File: src/rtl/mem_arb_pkg.sv
// Shared definitions for the two-port memory arbiter:
// FSM state encoding and default geometry / timeout values.
package mem_arb_pkg;

    localparam int ADDR_W_DEF      = 10;
    localparam int DATA_W_DEF      = 20;
    localparam int TIMEOUT_CYC_DEF = 16;

    typedef enum logic [1:0] {
        S_IDLE  = 2'd0,
        S_ISSUE = 2'd1,
        S_BUSY  = 2'd2,
        S_DONE  = 2'd3
    } state_e;

endpackage

File: src/rtl/mem_arbiter2_if.sv
// Requester and memory bus bundle for mem_arbiter2.
// slave: arbiter view; master: requesters + memory view.
interface mem_arbiter2_if #(
    parameter int ADDR_W = 10,
    parameter int DATA_W = 20
);
    logic [1:0]        req;
    logic [1:0]        we;
    logic [ADDR_W-1:0] addr0;
    logic [ADDR_W-1:0] addr1;
    logic [DATA_W-1:0] wdata0;
    logic [DATA_W-1:0] wdata1;
    logic [1:0]        ack;
    logic [1:0]        err;
    logic [DATA_W-1:0] rdata;
    logic              busy;
    logic              mem_req;
    logic              mem_we;
    logic [ADDR_W-1:0] mem_addr;
    logic [DATA_W-1:0] mem_wdata;
    logic [DATA_W-1:0] mem_rdata;
    logic              mem_ready;

    modport slave (
        input  req, we, addr0, addr1, wdata0, wdata1,
        input  mem_rdata, mem_ready,
        output ack, err, rdata, busy,
        output mem_req, mem_we, mem_addr, mem_wdata
    );

    modport master (
        output req, we, addr0, addr1, wdata0, wdata1,
        output mem_rdata, mem_ready,
        input  ack, err, rdata, busy,
        input  mem_req, mem_we, mem_addr, mem_wdata
    );
endinterface

File: src/rtl/rr_arbiter2.sv
// Two-way round-robin grant: one-hot gnt_o from req_i.
// Ports: req_i[1:0], last_grant_i (index of last winner), gnt_o[1:0].
module rr_arbiter2 (
    input  logic [1:0] req_i,
    input  logic       last_grant_i,
    output logic [1:0] gnt_o
);
    always_comb begin
        gnt_o = 2'b00;
        case (req_i)
            2'b01:   gnt_o = 2'b01;
            2'b10:   gnt_o = 2'b10;
            // Contention: the port that did not win last time goes now.
            2'b11:   gnt_o = last_grant_i ? 2'b01 : 2'b10;
            default: gnt_o = 2'b00;
        endcase
    end
endmodule

File: src/rtl/mem_arbiter2.sv
// Serialises two requesters onto one memory handshake (IDLE/ISSUE/BUSY/DONE).
// Ports: clk, reset_n (sync, active low), bus (mem_arbiter2_if.slave).
module mem_arbiter2
    import mem_arb_pkg::*;
#(
    parameter int ADDR_W      = ADDR_W_DEF,
    parameter int DATA_W      = DATA_W_DEF,
    parameter int TIMEOUT_CYC = TIMEOUT_CYC_DEF
) (
    input  logic           clk,
    input  logic           reset_n,
    mem_arbiter2_if.slave  bus
);
    localparam int CNT_W = $clog2(TIMEOUT_CYC + 1);
    localparam logic [CNT_W-1:0] CNT_LIMIT = CNT_W'(TIMEOUT_CYC);

    state_e            state_q;
    logic              grant_q;
    logic              last_grant_q;
    logic              seen_low_q;
    logic [CNT_W-1:0]  cnt_q;
    logic [CNT_W-1:0]  cnt_d;
    logic [1:0]        ack_q;
    logic [1:0]        err_q;
    logic [DATA_W-1:0] rdata_q;
    logic              busy_q;
    logic              mem_req_q;
    logic              mem_we_q;
    logic [ADDR_W-1:0] mem_addr_q;
    logic [DATA_W-1:0] mem_wdata_q;
    logic [1:0]        gnt;

    rr_arbiter2 u_rr (
        .req_i        (bus.req),
        .last_grant_i (last_grant_q),
        .gnt_o        (gnt)
    );

    assign cnt_d = cnt_q + 1'b1;

    always_ff @(posedge clk) begin
        if (!reset_n) begin
            state_q      <= S_IDLE;
            grant_q      <= 1'b0;
            last_grant_q <= 1'b1;
            seen_low_q   <= 1'b0;
            cnt_q        <= '0;
            ack_q        <= 2'b00;
            err_q        <= 2'b00;
            rdata_q      <= '0;
            busy_q       <= 1'b0;
            mem_req_q    <= 1'b0;
            mem_we_q     <= 1'b0;
            mem_addr_q   <= '0;
            mem_wdata_q  <= '0;
        end else begin
            ack_q     <= 2'b00;
            err_q     <= 2'b00;
            mem_req_q <= 1'b0;
            case (state_q)
                S_IDLE: begin
                    if (|gnt && bus.mem_ready) begin
                        grant_q     <= gnt[1];
                        mem_we_q    <= gnt[1] ? bus.we[1] : bus.we[0];
                        mem_addr_q  <= gnt[1] ? bus.addr1 : bus.addr0;
                        mem_wdata_q <= gnt[1] ? bus.wdata1 : bus.wdata0;
                        mem_req_q   <= 1'b1;
                        busy_q      <= 1'b1;
                        state_q     <= S_ISSUE;
                    end
                end
                S_ISSUE: begin
                    seen_low_q <= 1'b0;
                    cnt_q      <= '0;
                    state_q    <= S_BUSY;
                end
                S_BUSY: begin
                    cnt_q <= cnt_d;
                    if (!bus.mem_ready) begin
                        seen_low_q <= 1'b1;
                    end
                    // Ready only counts as completion after it has
                    // been seen low, so a stale ready is ignored.
                    if (seen_low_q && bus.mem_ready) begin
                        if (!mem_we_q) begin
                            rdata_q <= bus.mem_rdata;
                        end
                        ack_q[grant_q] <= 1'b1;
                        state_q        <= S_DONE;
                    end else if (cnt_d == CNT_LIMIT) begin
                        ack_q[grant_q] <= 1'b1;
                        err_q[grant_q] <= 1'b1;
                        state_q        <= S_DONE;
                    end
                end
                S_DONE: begin
                    last_grant_q <= grant_q;
                    busy_q       <= 1'b0;
                    state_q      <= S_IDLE;
                end
                default: state_q <= S_IDLE;
            endcase
        end
    end

    assign bus.ack       = ack_q;
    assign bus.err       = err_q;
    assign bus.rdata     = rdata_q;
    assign bus.busy      = busy_q;
    assign bus.mem_req   = mem_req_q;
    assign bus.mem_we    = mem_we_q;
    assign bus.mem_addr  = mem_addr_q;
    assign bus.mem_wdata = mem_wdata_q;
endmodule

File: src/flat_wrapper.sv
// flat-port wrapper written by rule: the top's interface ports become plain ports
module mem_arbiter2_flat import mem_arb_pkg::*;
#(
    parameter int ADDR_W      = ADDR_W_DEF,
    parameter int DATA_W      = DATA_W_DEF,
    parameter int TIMEOUT_CYC = TIMEOUT_CYC_DEF
)
  (clk, reset_n, bus_req, bus_we, bus_addr0, bus_addr1, bus_wdata0, bus_wdata1, bus_mem_rdata, bus_mem_ready, bus_ack, bus_err, bus_rdata, bus_busy, bus_mem_req, bus_mem_we, bus_mem_addr, bus_mem_wdata);
  mem_arbiter2_if #(.ADDR_W(ADDR_W), .DATA_W(DATA_W)) bus_i ();
  input  logic clk;
  input  logic reset_n;
  input wire logic [$bits(bus_i.req)-1:0] bus_req;
  input wire logic [$bits(bus_i.we)-1:0] bus_we;
  input wire logic [$bits(bus_i.addr0)-1:0] bus_addr0;
  input wire logic [$bits(bus_i.addr1)-1:0] bus_addr1;
  input wire logic [$bits(bus_i.wdata0)-1:0] bus_wdata0;
  input wire logic [$bits(bus_i.wdata1)-1:0] bus_wdata1;
  input wire logic [$bits(bus_i.mem_rdata)-1:0] bus_mem_rdata;
  input wire logic [$bits(bus_i.mem_ready)-1:0] bus_mem_ready;
  output wire logic [$bits(bus_i.ack)-1:0] bus_ack;
  output wire logic [$bits(bus_i.err)-1:0] bus_err;
  output wire logic [$bits(bus_i.rdata)-1:0] bus_rdata;
  output wire logic [$bits(bus_i.busy)-1:0] bus_busy;
  output wire logic [$bits(bus_i.mem_req)-1:0] bus_mem_req;
  output wire logic [$bits(bus_i.mem_we)-1:0] bus_mem_we;
  output wire logic [$bits(bus_i.mem_addr)-1:0] bus_mem_addr;
  output wire logic [$bits(bus_i.mem_wdata)-1:0] bus_mem_wdata;
  assign bus_i.req = bus_req;
  assign bus_i.we = bus_we;
  assign bus_i.addr0 = bus_addr0;
  assign bus_i.addr1 = bus_addr1;
  assign bus_i.wdata0 = bus_wdata0;
  assign bus_i.wdata1 = bus_wdata1;
  assign bus_i.mem_rdata = bus_mem_rdata;
  assign bus_i.mem_ready = bus_mem_ready;
  assign bus_ack = bus_i.ack;
  assign bus_err = bus_i.err;
  assign bus_rdata = bus_i.rdata;
  assign bus_busy = bus_i.busy;
  assign bus_mem_req = bus_i.mem_req;
  assign bus_mem_we = bus_i.mem_we;
  assign bus_mem_addr = bus_i.mem_addr;
  assign bus_mem_wdata = bus_i.mem_wdata;
  mem_arbiter2 #(.ADDR_W(ADDR_W), .DATA_W(DATA_W), .TIMEOUT_CYC(TIMEOUT_CYC)) u_core (.clk(clk), .reset_n(reset_n), .bus(bus_i));
endmodule
File: config.mk
export PLATFORM = sky130hd
export DESIGN_NAME = mem_arbiter2_flat
export DESIGN_NICKNAME = d
export VERILOG_FILES = /design/src/rtl/mem_arb_pkg.sv /design/src/rtl/mem_arbiter2_if.sv /design/src/rtl/rr_arbiter2.sv /design/src/rtl/mem_arbiter2.sv /design/src/flat_wrapper.sv
export SDC_FILE = /design/constraint.sdc
export NUM_CORES = 1
export LEC_CHECK = 0
export ABC_AREA = 0
export CORE_AREA = 3 3 103 105
export DETAILED_ROUTE_END_ITERATION = 6
export DIE_AREA = 0 0 106 108
export PLACE_DENSITY = 0.69
export SLEW_MARGIN = 0
export SYNTH_ARGS = -nofsm -noshare
export SYNTH_HDL_FRONTEND = slang
export SYNTH_SLANG_ARGS = --single-unit
File: constraint.sdc
create_clock -name clk -period 2.4 [get_ports clk]
set_clock_uncertainty 0.2 [all_clocks]
set_input_delay 0.48 -clock clk [delete_from_list [all_inputs] [get_ports clk]]
set_output_delay 0.48 -clock clk [all_outputs]
set_load 0.02 [all_outputs]
Word level (Yosys, flattened, before mapping)
Cells that the tools add are included.

Register bits: 67. Memory bits (read-only): 0. Logic and storage cells: 63. Output and inout port bits: 57. Bits in writable memories: 0. Input port bits: 87. Memories: 0. Bits in latches: 0.

Divide/modulo/power cells: 0. Add/subtract/negate cells: 1. Multipliers: 0. Reductions and logical operators: 15. Bitwise gates (word level): 3. Shifts and indexed selects: 0. Multiplexer cells: 19. Equality and inequality tests: 10. Order comparisons: 2.

Operator list (count): $mux 20 (1); $mux 2 (6); $reduce_and 2->1 (6); $mux 10 (1); $pmux 5 s2 (1); $eq 2x2->1 const B (4); $pmux 2 s4 (1); $pmux 2 s3 (1); $add 5x1->5 const B (1); $eq 5x5->1 const B (1); $mux 1 (5); $eq 2x1->1 const B (2); $pmux 1 s2 (2); $reduce_bool 2->1 (2); $logic_and 1x1->1 (3); $ne 3x1->1 const B (1); $not 1->1 (3); $reduce_and 3->1 (1); $reduce_or 3->1 (1); $logic_not 2->1 (1); $lt 1x2->1 const B (1); $ne 2x1->1 const B (1); $ne 2x2->1 const B (1); $reduce_or 2->1 (1); other kinds (2) (2).

Logic depth before layout (Yosys ltp)
Gate-level depths: netlist of the first run.

Word-level depth: 6. Depth in mapped cells: 7. Mapped depth without buffers: 6.

Modules after synthesis
Synthesis of the first run repeated with hierarchy kept, for this count alone.

Cells, all modules: 317. Area, all modules: 2861.5 um^2.

Modules (own cells, without submodules): mem_arbiter2 (area an instance 2842.7 um^2, times used 1, cells an instance 314, seq. area each 1341.3 um^2); rr_arbiter2 (area an instance 18.8 um^2, times used 1, cells an instance 3, seq. area each 0.0 um^2).

Worst setup path before layout of the first run
Ideal clock, no wire load.

Path kind: reg2reg. Start point: reg u_core.state_q[0]. End point: reg u_core.cnt_q[4]. Path buffers: 1. Setup time: 0.128 ns. Clock period less this slack: 1.779 ns. Arrival time: 1.452 ns. Setup slack: 0.621 ns. Stages on the path, launching flop included: 8. Required time: 2.072 ns. Path through: dfxtp_1 inv_1 ha_1 clkbuf_1 nor2b_1 mux2_2 a21oi_1 nor2_1.

Longest elaborated chain between the ends: 2. Elaborated cells on any way between the ends: 4. Those cells by class: 2 x eq/ne; 1 x mux; 1 x reduce/logical.

RTL lines: from (decl) (line mem_arbiter2.sv:17) `state_e state_q;`; from (signal assigned) (line mem_arbiter2.sv:43) `state_q <= S_IDLE;`; from (signal assigned) (line mem_arbiter2.sv:69) `state_q <= S_ISSUE;`; from (signal assigned) (line mem_arbiter2.sv:75) `state_q <= S_BUSY;`; $eq 2x2->1 / $eq 2x1->1 (equally long branches) (line mem_arbiter2.sv:60) `case (state_q)`; $pmux 5 s2 / $reduce_bool 2->1 (equally long branches); to (signal assigned) (line mem_arbiter2.sv:78) `cnt_q <= cnt_d;`; to (decl) (line mem_arbiter2.sv:21) `logic [CNT_W-1:0] cnt_q;`.

Parallel ways exist; a longest one is shown, timed or not. A chain may end at the register's enable or synchronous reset.

Worst setup path after layout of the first run
Start point: reg u_core.mem_we_q, in the netlist u_core.bus.mem_we. End point: out bus_mem_we.

RTL lines: from (decl) (line mem_arbiter2.sv:28) `logic mem_we_q;`; from (signal assigned) (line mem_arbiter2.sv:64) `mem_we_q <= gnt[1] ? bus.we[1] : bus.we[0];`; to (decl) (line flat_wrapper.sv:25) `output wire logic [$bits(bus_i.mem_we)-1:0] bus_mem_we;`.

No word-level cell between the ends.

==> out/metrics.csv, run 1 <==
metric,value,unit
status,"finished, final reports clean",
drt total wl,7730,microns
synthesis-stage register bit count,67,
initial antenna violation count,0,
crit-path leading delay family,buffers and inverters,
sequential cell fraction of total power,38.4,%
Mapped Nets,407,
RR Startpoint,u_core.state_q[0]$_SDFFE_PN0P_,
Power Dens Cells,747,mW/mm^2
CTS Hold Bufs,0,
Vias/cell,4.52,
final setup fails,0,
final worst setup slack,0.311,ns
RSZ-0062 raised after global routing,false,
Hold Slack,0.253,ns
CTS resizes,0,
GRT Residual Overflow,0,
Post-Syn Area per Cell,9.28,sq um
DR iter-0 viols,85,
CTS Root Buffer Type,clkbuf_8,
P_sw,1.12,mW
Slew headroom,68.4,%
clk sinks,67,
Area Growth Syn to Fin,61.7,%
fin crit share,87.0,%
via count,2683,
Worst Setup Start Kind,flop,
Post-Layout Inst Area,0.00471,sq mm
I/O Pins,144,
worst-margin pin slew,0.475,ns
Placed Cells,579,
Residual DRC,0,
worst path arrival time,1.41,ns
# rows,36,
Max stage delay on crit path,0.66,ns
Synth cell types,34,
Fmax,0.479,GHz
worst-path maximum fanout,4,
Max-Cap Viols,0,
CP Launch Point,u_core.bus.mem_we$_SDFFE_PN0P_,
First-pass DRT Iterations,4,
wire length of the first global-routing pass,12500,microns
largest family of logic cells by synthesized area,simple AND/OR/NAND/NOR gates,
number of diodes,0,
Final ANT Viol Nets,0,
Clk network pwr share,26.5,%
CP Cell Sequence,clkdlybuf4s50_1,
clock latency on the worst-skew pair,0.33,ns
vias in the first global route,2620,
switching part of the total power,31.9,%
DR WL/cell,13.0,microns
Reg-to-Reg End,u_core.bus.rdata[11]$_SDFFE_PN0P_,
worst vdd ir,0.320,mV
"non-filler cells, final",594,
Layout Utilization,48.4,%
synthesized-area fraction occupied by adder cells,2.58,%
Clock transition at path regs,0.07,ns
Mapped Cells,314,
Crit path depth,1,
TNS Setup,0,ns
Worst Path Required,1.72,ns
Buffers on Ports,143,
Worst R2R Path Depth,6,
post-detail-place hpwl,5870,microns
Comb power frac,35.2,%
Synth warnings,0,
"Slowest-stage cell, CP",clkdlybuf4s50_1,
buffer count from post-CTS setup fixing,0,
Clock Tree Buf Depth,2,
crit path buf inv count,1,
Nets,550,
Die H,108,microns
kind of critical path,flop to output port,
CTS tree,built,
die area,0.0114,sq mm
routability cong.,0.742,
HP Class,flop to flop,
placed cell area,0.00452,sq mm
"Seq/Total Area, Yosys",46.0,%
post-synthesis compound-gate area fraction,16.3,%
Post-Place Setup Slack,0.167,ns
post-route minimum period,2.09,ns
Internal Pwr Total,2.40,mW
Initial Util,30.0,%
critical path capture point type,output port,
flop-to-flop setup slack,0.48,ns
Die Wd,106,microns
fin. max-slew vios,0,
GRT Total Usage,13.7,%
CTS Buf Count,9,
core area,0.00973,sq mm
post-synthesis mux area share,13.6,%
post-synthesis simple-gate area fraction,16.4,%
CTS H-tree lvls,3,
largest net degree at the start of global routing,37,
Synth Area in XOR/XNOR,0,%
CP endpoint,bus_mem_we,
Pleak,1.67,nW
layout cells sized above 1,8.89,%
Final Hold Viols,0,
Final Power,3.52,mW
synthesized area,0.00291,sq mm
logic make-up after synthesis:
| family | Yosys count |
|---|---|
| flip-flops | 67 |
| buffers and inverters | 27 |
| AO/OA/AOI/OAI | 64 |
| multiplexers | 38 |
| adder cells (fa/ha/maj) | 6 |
| AND/OR/NAND/NOR | 112 |
cells in the mapped netlist:
library cell,number,area share (%)
buf_2,7,1.2
dfxtp_1,67,46
and2_1,1,0.21
nor2b_1,3,0.64
mux2i_1,34,12
buf_8,3,1.5
o21ai_2,1,0.30
nand2_1,50,6.4
ha_1,6,2.6
a211oi_2,7,3.0
nor3_1,3,0.52
clkbuf_1,10,1.3
a21boi_4,1,0.64
a211oi_1,25,6.4
nor4_1,1,0.21
clkinv_1,1,0.13
a31oi_1,1,0.21
nor2_4,1,0.39
a221oi_2,1,0.52
nand3_1,6,1.0
a2bb2oi_1,1,0.30
o21ai_0,2,0.34
nor2_1,39,5.0
nand2b_1,3,0.64
inv_1,5,0.64
mux2_2,3,1.2
mux2i_4,1,0.77
o211ai_2,1,0.43
buf_4,1,0.26
a21oi_1,24,4.1
or2b_1,1,0.26
nor3b_1,1,0.26
and2b_1,1,0.26
nand3b_1,2,0.52
cell type report:
cell class              instances  area (sq um)
fillers                       938          5020
repair buffers                153          1560
multi-input cells             220          1430
flip-flops and latches         67          1340
well taps                     133           166
clock buffers                  13           159
clock inverters                 2          35.0
inverters                       6          22.5
layout by cell type (no fill, tap or decap), drive strengths merged:
| master | count |
|---|---|
| or2b | 1 |
| a2bb2oi | 1 |
| a31oi | 1 |
| and2b | 1 |
| nand2b | 3 |
| a211oi | 32 |
| nor3 | 3 |
| and2 | 1 |
| buf | 10 |
| a221oi | 1 |
| a21oi | 24 |
| nand2 | 50 |
| dfxtp | 67 |
| clkinv | 1 |
| o21ai | 3 |
| clkdlybuf4s50 | 143 |
| ha | 6 |
| nor4 | 1 |
| nand3 | 6 |
| inv | 6 |
| bufinv | 1 |
| nor2 | 40 |
| nand3b | 2 |
| a21boi | 1 |
| mux2 | 3 |
| nor3b | 1 |
| nor2b | 3 |
| mux2i | 35 |
| clkbuf | 13 |
| o211ai | 1 |
power groups by stage:
stage / clock network, mW / registers (mW) / logic (mW)
after floorplan: 0 / 1.50 / 0.587
after global placement: 0 / 1.37 / 1.22
after detailed placement: 0 / 1.37 / 1.25
after CTS: 0.962 / 1.35 / 1.26
after global routing: 1.02 / 1.37 / 1.35
final: 0.931 / 1.35 / 1.24
flip-flops by register name, indices dropped and copies added (netlist names):
name,count
u_core.bus.mem_req,1
u_core.state_q,2
u_core.grant_q,1
u_core.bus.mem_we,1
u_core.bus.err,2
u_core.bus.ack,2
u_core.bus.rdata,20
u_core.bus.mem_wdata,20
u_core.bus.mem_addr,10
u_core.last_grant_q,1
u_core.seen_low_q,1
u_core.cnt_q,5
u_core.bus.busy,1
worst min-delay path by stage:
stage                                                    to                              start  cells after the start
final                     u_core.bus.rdata[14]$_SDFFE_PN0P_  u_core.bus.rdata[14]$_SDFFE_PN0P_                      2
after global routing      u_core.bus.rdata[14]$_SDFFE_PN0P_  u_core.bus.rdata[14]$_SDFFE_PN0P_                      2
after CTS                 u_core.bus.rdata[14]$_SDFFE_PN0P_  u_core.bus.rdata[14]$_SDFFE_PN0P_                      2
after detailed placement  u_core.bus.rdata[14]$_SDFFE_PN0P_  u_core.bus.rdata[14]$_SDFFE_PN0P_                      2
after global placement     u_core.bus.rdata[9]$_SDFFE_PN0P_   u_core.bus.rdata[9]$_SDFFE_PN0P_                      2
after floorplan              u_core.seen_low_q$_SDFFE_PN0P_     u_core.seen_low_q$_SDFFE_PN0P_                      2
per-layer routing:
| layer | routed length, microns | track usage (%) | up-vias |
|---|---|---|---|
| li1 | - | - | 1364 |
| met1 | 3340 | 16.0 | 1208 |
| met2 | 3550 | 22.5 | 105 |
| met3 | 757 | 6.39 | 6 |
| met4 | 80 | 4.16 | 0 |
| met5 | 0 | 0 | - |
Power figures use the tool's default switching activity.
==> run 2: changes to the inputs <==
Settings changed: SKIP_CTS_REPAIR_TIMING set to 1.
==> results of run 2 <==
Same layout as run 1: the final DEF is identical, and so are final timing and power.
